$ cat src/rtl/click_conditioner.sv
// click_conditioner: synchronizes and debounces a raw push-button level, then
// emits one-cycle click / long_press pulses, a debounced level and a
// saturating click counter for the game logic.
// Optional feature macro: CLICK_AUTOREPEAT_EN. When it is defined, a held
// button emits a repeat click every REPEAT_CYCLES cycles after long_press.
module click_conditioner #(
    parameter int unsigned DEBOUNCE_CYCLES   = 16,
    parameter int unsigned LONG_PRESS_CYCLES = 64,
    parameter int unsigned REPEAT_CYCLES     = 32,
    parameter int unsigned CNT_W             = 8
) (
    input  logic       clk,
    input  logic       rst,
    input  logic       btn_raw,
    input  logic       enable,
    input  logic       clear,
    output logic       click,
    output logic       long_press,
    output logic       pressed,
    output logic [4:0] click_count
);

    localparam int unsigned COUNT_W    = 5;
    localparam int unsigned MAX_CYCLES =
        (DEBOUNCE_CYCLES > LONG_PRESS_CYCLES)
            ? ((DEBOUNCE_CYCLES > REPEAT_CYCLES) ? DEBOUNCE_CYCLES : REPEAT_CYCLES)
            : ((LONG_PRESS_CYCLES > REPEAT_CYCLES) ? LONG_PRESS_CYCLES : REPEAT_CYCLES);

    localparam logic [CNT_W-1:0]   DB_LAST   = CNT_W'(DEBOUNCE_CYCLES - 1);
    localparam logic [CNT_W-1:0]   LP_LAST   = CNT_W'(LONG_PRESS_CYCLES - 1);
    localparam logic [CNT_W-1:0]   CNT_ONE   = CNT_W'(1);
    localparam logic [COUNT_W-1:0] COUNT_MAX = '1;
    localparam logic [COUNT_W-1:0] COUNT_ONE = COUNT_W'(1);

    // Reject parameter sets the counters cannot represent
    if (DEBOUNCE_CYCLES < 2 || LONG_PRESS_CYCLES < 2 || REPEAT_CYCLES < 2 ||
        (64'd1 << CNT_W) < 64'(MAX_CYCLES)) begin : g_param_check
        $error("click_conditioner: invalid cycle parameters for CNT_W");
    end

    typedef enum logic [1:0] {
        IDLE       = 2'd0,
        PRESS_DB   = 2'd1,
        HELD       = 2'd2,
        RELEASE_DB = 2'd3
    } state_t;

    state_t             state;
    state_t             state_next;
    logic               s1;
    logic               btn_s;
    logic [CNT_W-1:0]   cnt;
    logic [CNT_W-1:0]   cnt_next;
    logic [CNT_W-1:0]   hold_cnt;
    logic [CNT_W-1:0]   hold_next;
    logic               lp_done;
    logic               lp_done_next;
    logic               click_next;
    logic               long_next;
    logic               pressed_next;
    logic [COUNT_W-1:0] count_next;

`ifdef CLICK_AUTOREPEAT_EN
    localparam logic [CNT_W-1:0] RP_LAST = CNT_W'(REPEAT_CYCLES - 1);
    logic [CNT_W-1:0] rep_cnt;
    logic [CNT_W-1:0] rep_next;
`endif

    // Two-flop synchronizer for the asynchronous button level
    always_ff @(posedge clk or negedge rst) begin
        if (!rst) begin
            s1    <= 1'b0;
            btn_s <= 1'b0;
        end else begin
            s1    <= btn_raw;
            btn_s <= s1;
        end
    end

    // FSM state register
    always_ff @(posedge clk or negedge rst) begin
        if (!rst) begin
            state <= IDLE;
        end else begin
            state <= state_next;
        end
    end

    // Next-state, counters and pulse decisions
    always_comb begin
        state_next   = state;
        cnt_next     = cnt;
        hold_next    = hold_cnt;
        lp_done_next = lp_done;
        pressed_next = pressed;
        click_next   = 1'b0;
        long_next    = 1'b0;
`ifdef CLICK_AUTOREPEAT_EN
        rep_next     = rep_cnt;
`endif
        case (state)
            IDLE: begin
                if (btn_s) begin
                    state_next = PRESS_DB;
                    cnt_next   = '0;
                end
            end
            PRESS_DB: begin
                if (!btn_s) begin
                    state_next = IDLE;
                end else if (cnt == DB_LAST) begin
                    state_next   = HELD;
                    pressed_next = 1'b1;
                    cnt_next     = '0;
                    hold_next    = '0;
                    lp_done_next = 1'b0;
                    click_next   = enable;
                end else begin
                    cnt_next = cnt + CNT_ONE;
                end
            end
            HELD: begin
                if (!btn_s) begin
                    state_next = RELEASE_DB;
                    cnt_next   = '0;
                end else if (!lp_done) begin
                    if (hold_cnt == LP_LAST) begin
                        long_next    = enable;
                        lp_done_next = 1'b1;
`ifdef CLICK_AUTOREPEAT_EN
                        rep_next     = '0;
`endif
                    end else begin
                        hold_next = hold_cnt + CNT_ONE;
                    end
                end
`ifdef CLICK_AUTOREPEAT_EN
                else if (rep_cnt == RP_LAST) begin
                    click_next = enable;
                    rep_next   = '0;
                end else begin
                    rep_next = rep_cnt + CNT_ONE;
                end
`endif
            end
            RELEASE_DB: begin
                if (btn_s) begin
                    // Glitch: resume the hold where it left off, no new pulses
                    state_next = HELD;
`ifdef CLICK_AUTOREPEAT_EN
                    rep_next   = '0;
`endif
                end else if (cnt == DB_LAST) begin
                    state_next   = IDLE;
                    pressed_next = 1'b0;
                end else begin
                    cnt_next = cnt + CNT_ONE;
                end
            end
            default: begin
                state_next = IDLE;
            end
        endcase

        count_next = click_count;
        if (clear) begin
            count_next = '0;
        end else if (click_next && (click_count != COUNT_MAX)) begin
            count_next = click_count + COUNT_ONE;
        end
    end

    // Datapath and registered outputs
    always_ff @(posedge clk or negedge rst) begin
        if (!rst) begin
            cnt         <= '0;
            hold_cnt    <= '0;
            lp_done     <= 1'b0;
            pressed     <= 1'b0;
            click       <= 1'b0;
            long_press  <= 1'b0;
            click_count <= '0;
`ifdef CLICK_AUTOREPEAT_EN
            rep_cnt     <= '0;
`endif
        end else begin
            cnt         <= cnt_next;
            hold_cnt    <= hold_next;
            lp_done     <= lp_done_next;
            pressed     <= pressed_next;
            click       <= click_next;
            long_press  <= long_next;
            click_count <= count_next;
`ifdef CLICK_AUTOREPEAT_EN
            rep_cnt     <= rep_next;
`endif
        end
    end

endmodule
$ cat config.mk
export PLATFORM = sky130hd
export DESIGN_NAME = click_conditioner
export DESIGN_NICKNAME = d
export VERILOG_FILES = /design/src/rtl/click_conditioner.sv
export SDC_FILE = /design/constraint.sdc
export NUM_CORES = 1
export LEC_CHECK = 0
export BUFFER_PORTS_ARGS = -buffer_cell sky130_fd_sc_hd__buf_2
export CORE_ASPECT_RATIO = 0.6
export CORE_UTILIZATION = 40
export DETAILED_ROUTE_END_ITERATION = 10
export PLACE_DENSITY = 0.62
export SETUP_SLACK_MARGIN = 0.1
export SYNTH_ARGS = -nofsm -noshare
export SYNTH_HDL_FRONTEND = slang
export SYNTH_SLANG_ARGS = --single-unit
export TNS_END_PERCENT = 5
$ cat constraint.sdc
create_clock -name clk -period 2.2 [get_ports clk]
set_clock_uncertainty 0.2 [all_clocks]
set_input_delay 0.33 -clock clk [delete_from_list [all_inputs] [get_ports clk]]
set_output_delay 0.33 -clock clk [all_outputs]
set_load 0.1 [all_outputs]
==> flow_summary.yaml, run 1 <==
cts:
  root_buffer: "clkbuf_8"
  clock_latency_ns: 0.28
  numCtsBuffers: 5
  clkSlewWorstSetupHoldPaths_ns: 0.07
  cts_tree: "built"
  cts_buffer_depth: 2
  cts_sinks: 29
  cts_max_level: 2
power:
  total_power_uw: 1060
  powerDensity_nw_per_um2: 563
  peakVddDrop_uv: 337
  p_leak_uw: 0.000880
placement:
  port_buffers: 12
  place_area_um2: 1760
  gp_congestion: 0.839
  hpwl_mm: 2.41
  detailedPlace.worstSlack_ns: 0.0388
worst_setup_path:
  r2r_start: "click_count[1]$_DFFE_PN0P_"
  start_kind: "register"
  path_common_cell: "ha_4"
  cp_num_buf_inv: 0
  path_depth: 7
  cp_max_fo: 3
  cpMaxStageDelayCell: "dfrtp_4"
  crit_chain: "ha_4 -> and3_4 -> ha_4 -> nor4bb_4 -> nand4_1 -> xor2_1 -> nor2_1"
  crit_required_ns: 2.20
  cp.arrival_ns: 2.11
  startpoint: "click_count[1]$_DFFE_PN0P_"
  crit_family: "simple AND/OR/NAND/NOR gates"
  endpoint_kind: "register"
  worstRegToRegCells: 7
  r2r_end: "click_count[0]$_DFFE_PN0P_"
  setup.worst_path.end: "click_count[0]$_DFFE_PN0P_"
  r2r_slack_ns: 0.1
  critPathKind: "register to register"
  slowest_delay_ns: 0.49
logic_synthesis:
  ys.flop_type: "dfrtp_1"
  synth_most_common_cell: "dfrtp_1"
  synth_top_family_by_area: "simple AND/OR/NAND/NOR gates"
  synth_compound_gate_area_share_pct: 14.8
  muxShareOfSynthArea_pct: 3.87
  synth_cell_type_count: 49
  ys.warnings.count: 0
  synth_edf_count: 0
  netlist_instances: 153
  synth_common_cells: "dfrtp_1 (29), nand2_1 (13), nor2_1 (11), a21oi_1 (9), nand3_1 (9)"
  synth-xor-area-share_pct: 2.77
  synth_nets: 162
  async_flop_share_pct: 100
  netlist_area_um2: 1580
  synth_top_area_share_pct: 45.8
  synthSimpleGateAreaFrac_pct: 26.7
  avgSynthCellArea_um2: 10.3
  synth_fa_ha_area_share_pct: 3.16
  ys_seq_area_share_pct: 45.8
  ys_ff_latch: 29
  ys_top_cells_by_area: "dfrtp_1 (46%), ha_1 (3.2%), mux2i_1 (3.2%)"
  synth_top_area_cell: "dfrtp_1"
layout:
  layout.nets: 187
  final_area_um2: 1890
  final_core_util_pct: 50.8
  antenna_cells: 0
  syn_to_final_growth_pct: 19.4
  drive_gt1_share_pct: 24.6
detailed_routing:
  routedWlPerCell_um: 14.7
  vias: 1240
  drt_iter0_drc: 112
  route.detailed.drc: 0
  ant_nets: 0
  drt-total-wl_mm: 3.33
  dr.pass1.iters: 4
  vias_per_cell: 5.49
sta:
  period_needed_ns: 2.10
  rsz0062_at_grt: "true"
  fin_crit_sh_pct: 95.7
  setup_tns_ns: 0
  fmax_mhz: 475
  maxSlewViolCount: 0
  tightest_slew_ns: 0.645
  worst_slack_ns: 0.0954
  relSlewSlack_pct: 57.0
  hold_violations: 0
  setup_viol: 0
die:
  die_h_um: 50.7
  rows: 17
  dieArea_um2: 4220
  initial_core_util_pct: 42.5
  die_x_um: 83.2
  fp.coreArea_um2: 3720
  ios: 13
global_routing:
  grt_max_degree: 30
  grt_usage_pct: 18.5
  grt_pass1_wl_mm: 6.13
  grt_pass1_vias: 1252
  antenna_found_initial: 0
  grt_overflow_total: 0
hold_path:
  min_path_type: "input pin to register"
run:
  cap_violations: 0
run_status:
  run_status: "complete, no violations"
-- per-stage QoR --
step | cells | hold WS (ns)
2_1_floorplan | 153 | -0.166
3_3_place_gp | 214 | 0.138
3_5_place_dp | 214 | 0.144
4_1_cts | 226 | 0.0620
5_1_grt | 226 | 0.0662
6_report | 226 | 0.0714
-- worst register-to-register path, stage by stage (launching register included) --
cell      delay (ns)
dfrtp_4         0.49
ha_4            0.17
and3_4          0.18
ha_4            0.16
nor4bb_4        0.28
nand4_1         0.25
xor2_1          0.21
nor2_1          0.10
-- sequential cells by signal, indices dropped and copies added, names as in the netlist, named ones only --
name and count:
btn_s 1, click 1, click_count 5, cnt 8, hold_cnt 8, long_press 1
lp_done 1, pressed 1, s1 1, state 1
-- what timing repair did --
action,CTS,global route
buffers inserted,2,0
endpoints found under the hold margin,30,0
setup endpoints to repair,3,3
resized for setup,1,0
hold buffers,2,0
pin swaps,3,3
-- placed cells by master (no fill, tap or decap), drive strengths merged, types with 2 or more instances in the layout --
master       Yosys  final
a21oi            9      9
nand4b           2      2
a211o            2      2
nand2           13     13
dlygate4sd3      0      2
clkinv           0      2
nand3            9      9
nand2b           4      4
o31ai            3      3
o21ai            6      6
nor4             3      3
or4              2      2
xnor2            2      2
buf              3     21
dfrtp           29     29
and3             7      7
xor2             3      3
a31oi            4      4
nor3             3      3
nor2            12     12
mux2i            5      5
ha               4      4
clkbuf           2      5
nand4            4      4
a22o             2      2
nor2b            3      3
-- power by group --
part	switching (uW)	internal [uW]	leakage, uW
combinational	40.3	30.9	0.000453
sequential	20.7	547	0.000383
clock	207	218	0.0000439
-- cells by family after synthesis --
| group | count (synthesis) |
|---|---|
| and+or+nand+nor | 69 |
| AOI/OAI and AO/OA | 34 |
| DFF | 29 |
| buffers and inverters | 6 |
| muxes | 6 |
| xor gates and xnor gates | 5 |
| adders and majority gates | 4 |
-- area by class of cell --
type / instances / area, um^2
inverters: 1 / 3.75
clock buffers: 5 / 68.8
multi-input cells: 118 / 857
well taps: 47 / 58.8
fillers: 317 / 1830
repair buffers: 23 / 148
flip-flops and latches: 29 / 736
clock inverters: 3 / 17.5
-- worst min-delay path by stage --
stage | endpoint | slack [ns] | from | cells after the start
floorplan | asynchronous set/reset pin | -0.17 | rst | 0
global placement | btn_s$_DFF_PN0_ | 0.14 | s1$_DFF_PN0_ | 0
detailed placement | btn_s$_DFF_PN0_ | 0.14 | s1$_DFF_PN0_ | 0
CTS | click_count[2]$_DFFE_PN0P_ | 0.06 | clear | 2
global route | click_count[2]$_DFFE_PN0P_ | 0.07 | clear | 2
finish | click_count[2]$_DFFE_PN0P_ | 0.07 | clear | 2
-- routing by layer --
layer,global-route usage [%],vias to the layer above,part of all wire [%]
li1,-,622,-
met1,27.8,597,55
met2,25.7,19,40
met3,5.92,2,4.3
met4,3.74,0,0.21
met5,0,-,0
No activity file was read; power rests on OpenSTA's default activity.
==> run 2, diff against run 1 <==
--- a/config.mk
+++ b/config.mk
@@ -9,7 +9,7 @@
 export CORE_ASPECT_RATIO = 0.6
 export CORE_UTILIZATION = 40
 export DETAILED_ROUTE_END_ITERATION = 10
-export PLACE_DENSITY = 0.62
+export PLACE_DENSITY_LB_ADDON = 0.3
 export SETUP_SLACK_MARGIN = 0.1
 export SYNTH_ARGS = -nofsm -noshare
 export SYNTH_HDL_FRONTEND = slang
==> run 2 against run 1 <==
Compared with the run above: total power increased by 5.8%; largest cell class unchanged; clock power increased by 14%; wire length increased by 1.9%; setup slack got worse by 0.038 ns; sequential power about the same; final area increased by 1.6%; core utilization increased by 0.81 points; non-clock buffer count increased by 2; flip-flop and latch count unchanged; global-route usage decreased by 0.52 points; first-iteration DRC count increased by 12%.
==> flow_summary.yaml, run 2 (synthesis results as in run 1) <==
run_status:
  run_status: "complete, no violations"
worst_setup_path:
  crit_chain: "ha_4 -> and3_4 -> ha_4 -> nor4bb_4 -> nand4_1 -> mux2i_1 -> nor2_1"
  critPathKind: "register to register"
  cpMaxStageDelayCell: "dfrtp_4"
  path_common_cell: "ha_4"
  cp_max_fo: 3
  crit_family: "simple AND/OR/NAND/NOR gates"
  worstRegToRegCells: 7
  endpoint_kind: "register"
  start_kind: "register"
  slowest_delay_ns: 0.49
  path_depth: 7
  cp.arrival_ns: 2.10
  cp_num_buf_inv: 0
  crit_required_ns: 2.16
power:
  peakVddDrop_uv: 306
  p_leak_uw: 0.000901
  powerDensity_nw_per_um2: 586
  total_power_uw: 1120
sta:
  period_needed_ns: 2.14
  worst_slack_ns: 0.0570
  setup_viol: 0
  setup_tns_ns: 0
  maxSlewViolCount: 0
  hold_slack_ns: 0.0546
  relSlewSlack_pct: 55.5
  rsz0062_at_grt: "true"
  hold_violations: 0
  fin_crit_sh_pct: 97.4
  fmax_mhz: 467
  tightest_slew_ns: 0.667
detailed_routing:
  routedWlPerCell_um: 14.9
  vias: 1295
  drt-total-wl_mm: 3.39
  route.detailed.drc: 0
  vias_per_cell: 5.68
  dr.pass1.iters: 4
  drt_iter0_drc: 125
  ant_nets: 0
placement:
  hpwl_mm: 2.47
  detailedPlace.worstSlack_ns: -0.0409
  gp_congestion: 0.810
  port_buffers: 12
global_routing:
  antenna_found_initial: 0
  grt_pass1_wl_mm: 5.91
  grt_max_degree: 30
  grt_overflow_total: 0
  grt_pass1_vias: 1256
  grt_usage_pct: 18.0
layout:
  final_core_util_pct: 51.6
  largest_registers: "cnt (8), hold_cnt (8), click_count (5)"
  layout_commonest_cell: "dfrtp_1"
  multiInputGateArea_um2: 857
  drive_gt1_share_pct: 25.4
  fillCellCount: 349
  antenna_cells: 0
  syn_to_final_growth_pct: 21.3
  layout.nets: 189
  regArea_um2: 736
  layout_common_cells: "dfrtp_1 (25), nand2_1 (13), buf_2 (12)"
die:
  fp.coreArea_um2: 3720
  ios: 13
  initial_core_util_pct: 42.5
  die_h_um: 50.7
  die_x_um: 83.2
  dieArea_um2: 4220
  rows: 17
cts:
  numCtsBuffers: 5
  root_buffer: "clkbuf_8"
  clkSlewWorstSetupHoldPaths_ns: 0.06
  cts_max_level: 2
  cts_sinks: 29
  cts_buffer_depth: 2
  cts_tree: "built"
  clock_latency_ns: 0.28
run:
  cap_violations: 0
hold_path:
  min_path_type: "input pin to register"
  min_path_cells: 2
[run 2: cell count changes in the layout (fill, tap and decap cells not counted)]
| cell | before | now |
|---|---|---|
| clkbuf_8 | 5 | 7 |
| clkinvlp_4 | 1 | 0 |
| buf_4 | 9 | 11 |
| clkinv_2 | 2 | 1 |
[run 2: repair_timing]
action	4_1_cts	5_1_grt
hold endpoints to repair	30	0
buffers inserted	3	1
setup endpoints to repair	3	4
resized for setup	1	0
hold buffers	2	0
pin swaps	2	5
[run 2: final timing paths]
path                                             from                    endpoint  slack [ns]
setup / recovery           click_count[1]$_DFFE_PN0P_  click_count[1]$_DFFE_PN0P_        0.06
hold reg to reg                          s1$_DFF_PN0_             btn_s$_DFF_PN0_        0.16
max in group asynchronous                         rst  click_count[1]$_DFFE_PN0P_        0.88
min in group asynchronous                         rst             click$_DFF_PN0_        0.42
hold / removal                                  clear  click_count[3]$_DFFE_PN0P_        0.05
setup reg to reg           click_count[1]$_DFFE_PN0P_  click_count[1]$_DFFE_PN0P_        0.06
[run 2: cell type report]
cell class	count	area share (%)
clock inverter	1	0.261
tap	47	3.06
inverter	1	0.196
sequential	29	38.3
clock buffer	7	5.02
multi-input combinational	118	44.7
timing repair buffer	25	8.47
[run 2: layer usage]
| layer | global-route usage, % | wire, um | part of all wire [%] | up-vias |
|---|---|---|---|---|
| li1 | - | - | - | 623 |
| met1 | 26.5 | 1790 | 53 | 631 |
| met2 | 25.5 | 1410 | 42 | 38 |
| met3 | 4.93 | 171 | 5.0 | 3 |
| met4 | 5.17 | 20 | 0.59 | 0 |
| met5 | 0 | 0 | 0 | - |
[run 2: worst reg2reg max path, delay by kind of cell, from the launching register on]
family | cells | cell delay [ns]
and+or+nand+nor | 4 | 0.78
muxes | 1 | 0.24
DFF | 1 | 0.49
adders and majority gates | 2 | 0.33
[run 2: where the power goes]
part | total [uW] | leakage (uW) | internal [uW] | switching, uW
logic | 75.1 | 0.000464 | 33.2 | 41.9
registers | 566 | 0.000383 | 547 | 18.8
clock network | 484 | 0.0000542 | 282 | 201
[run 2: stage by stage]
| stage | cells | cell area, um^2 |
|---|---|---|
| 3_3_place_gp | 214 | 1760 |
| 6_report | 228 | 1920 |
| 4_1_cts | 227 | 1910 |
| 5_1_grt | 228 | 1920 |
| 2_1_floorplan | 153 | 1630 |
| 3_5_place_dp | 214 | 1760 |
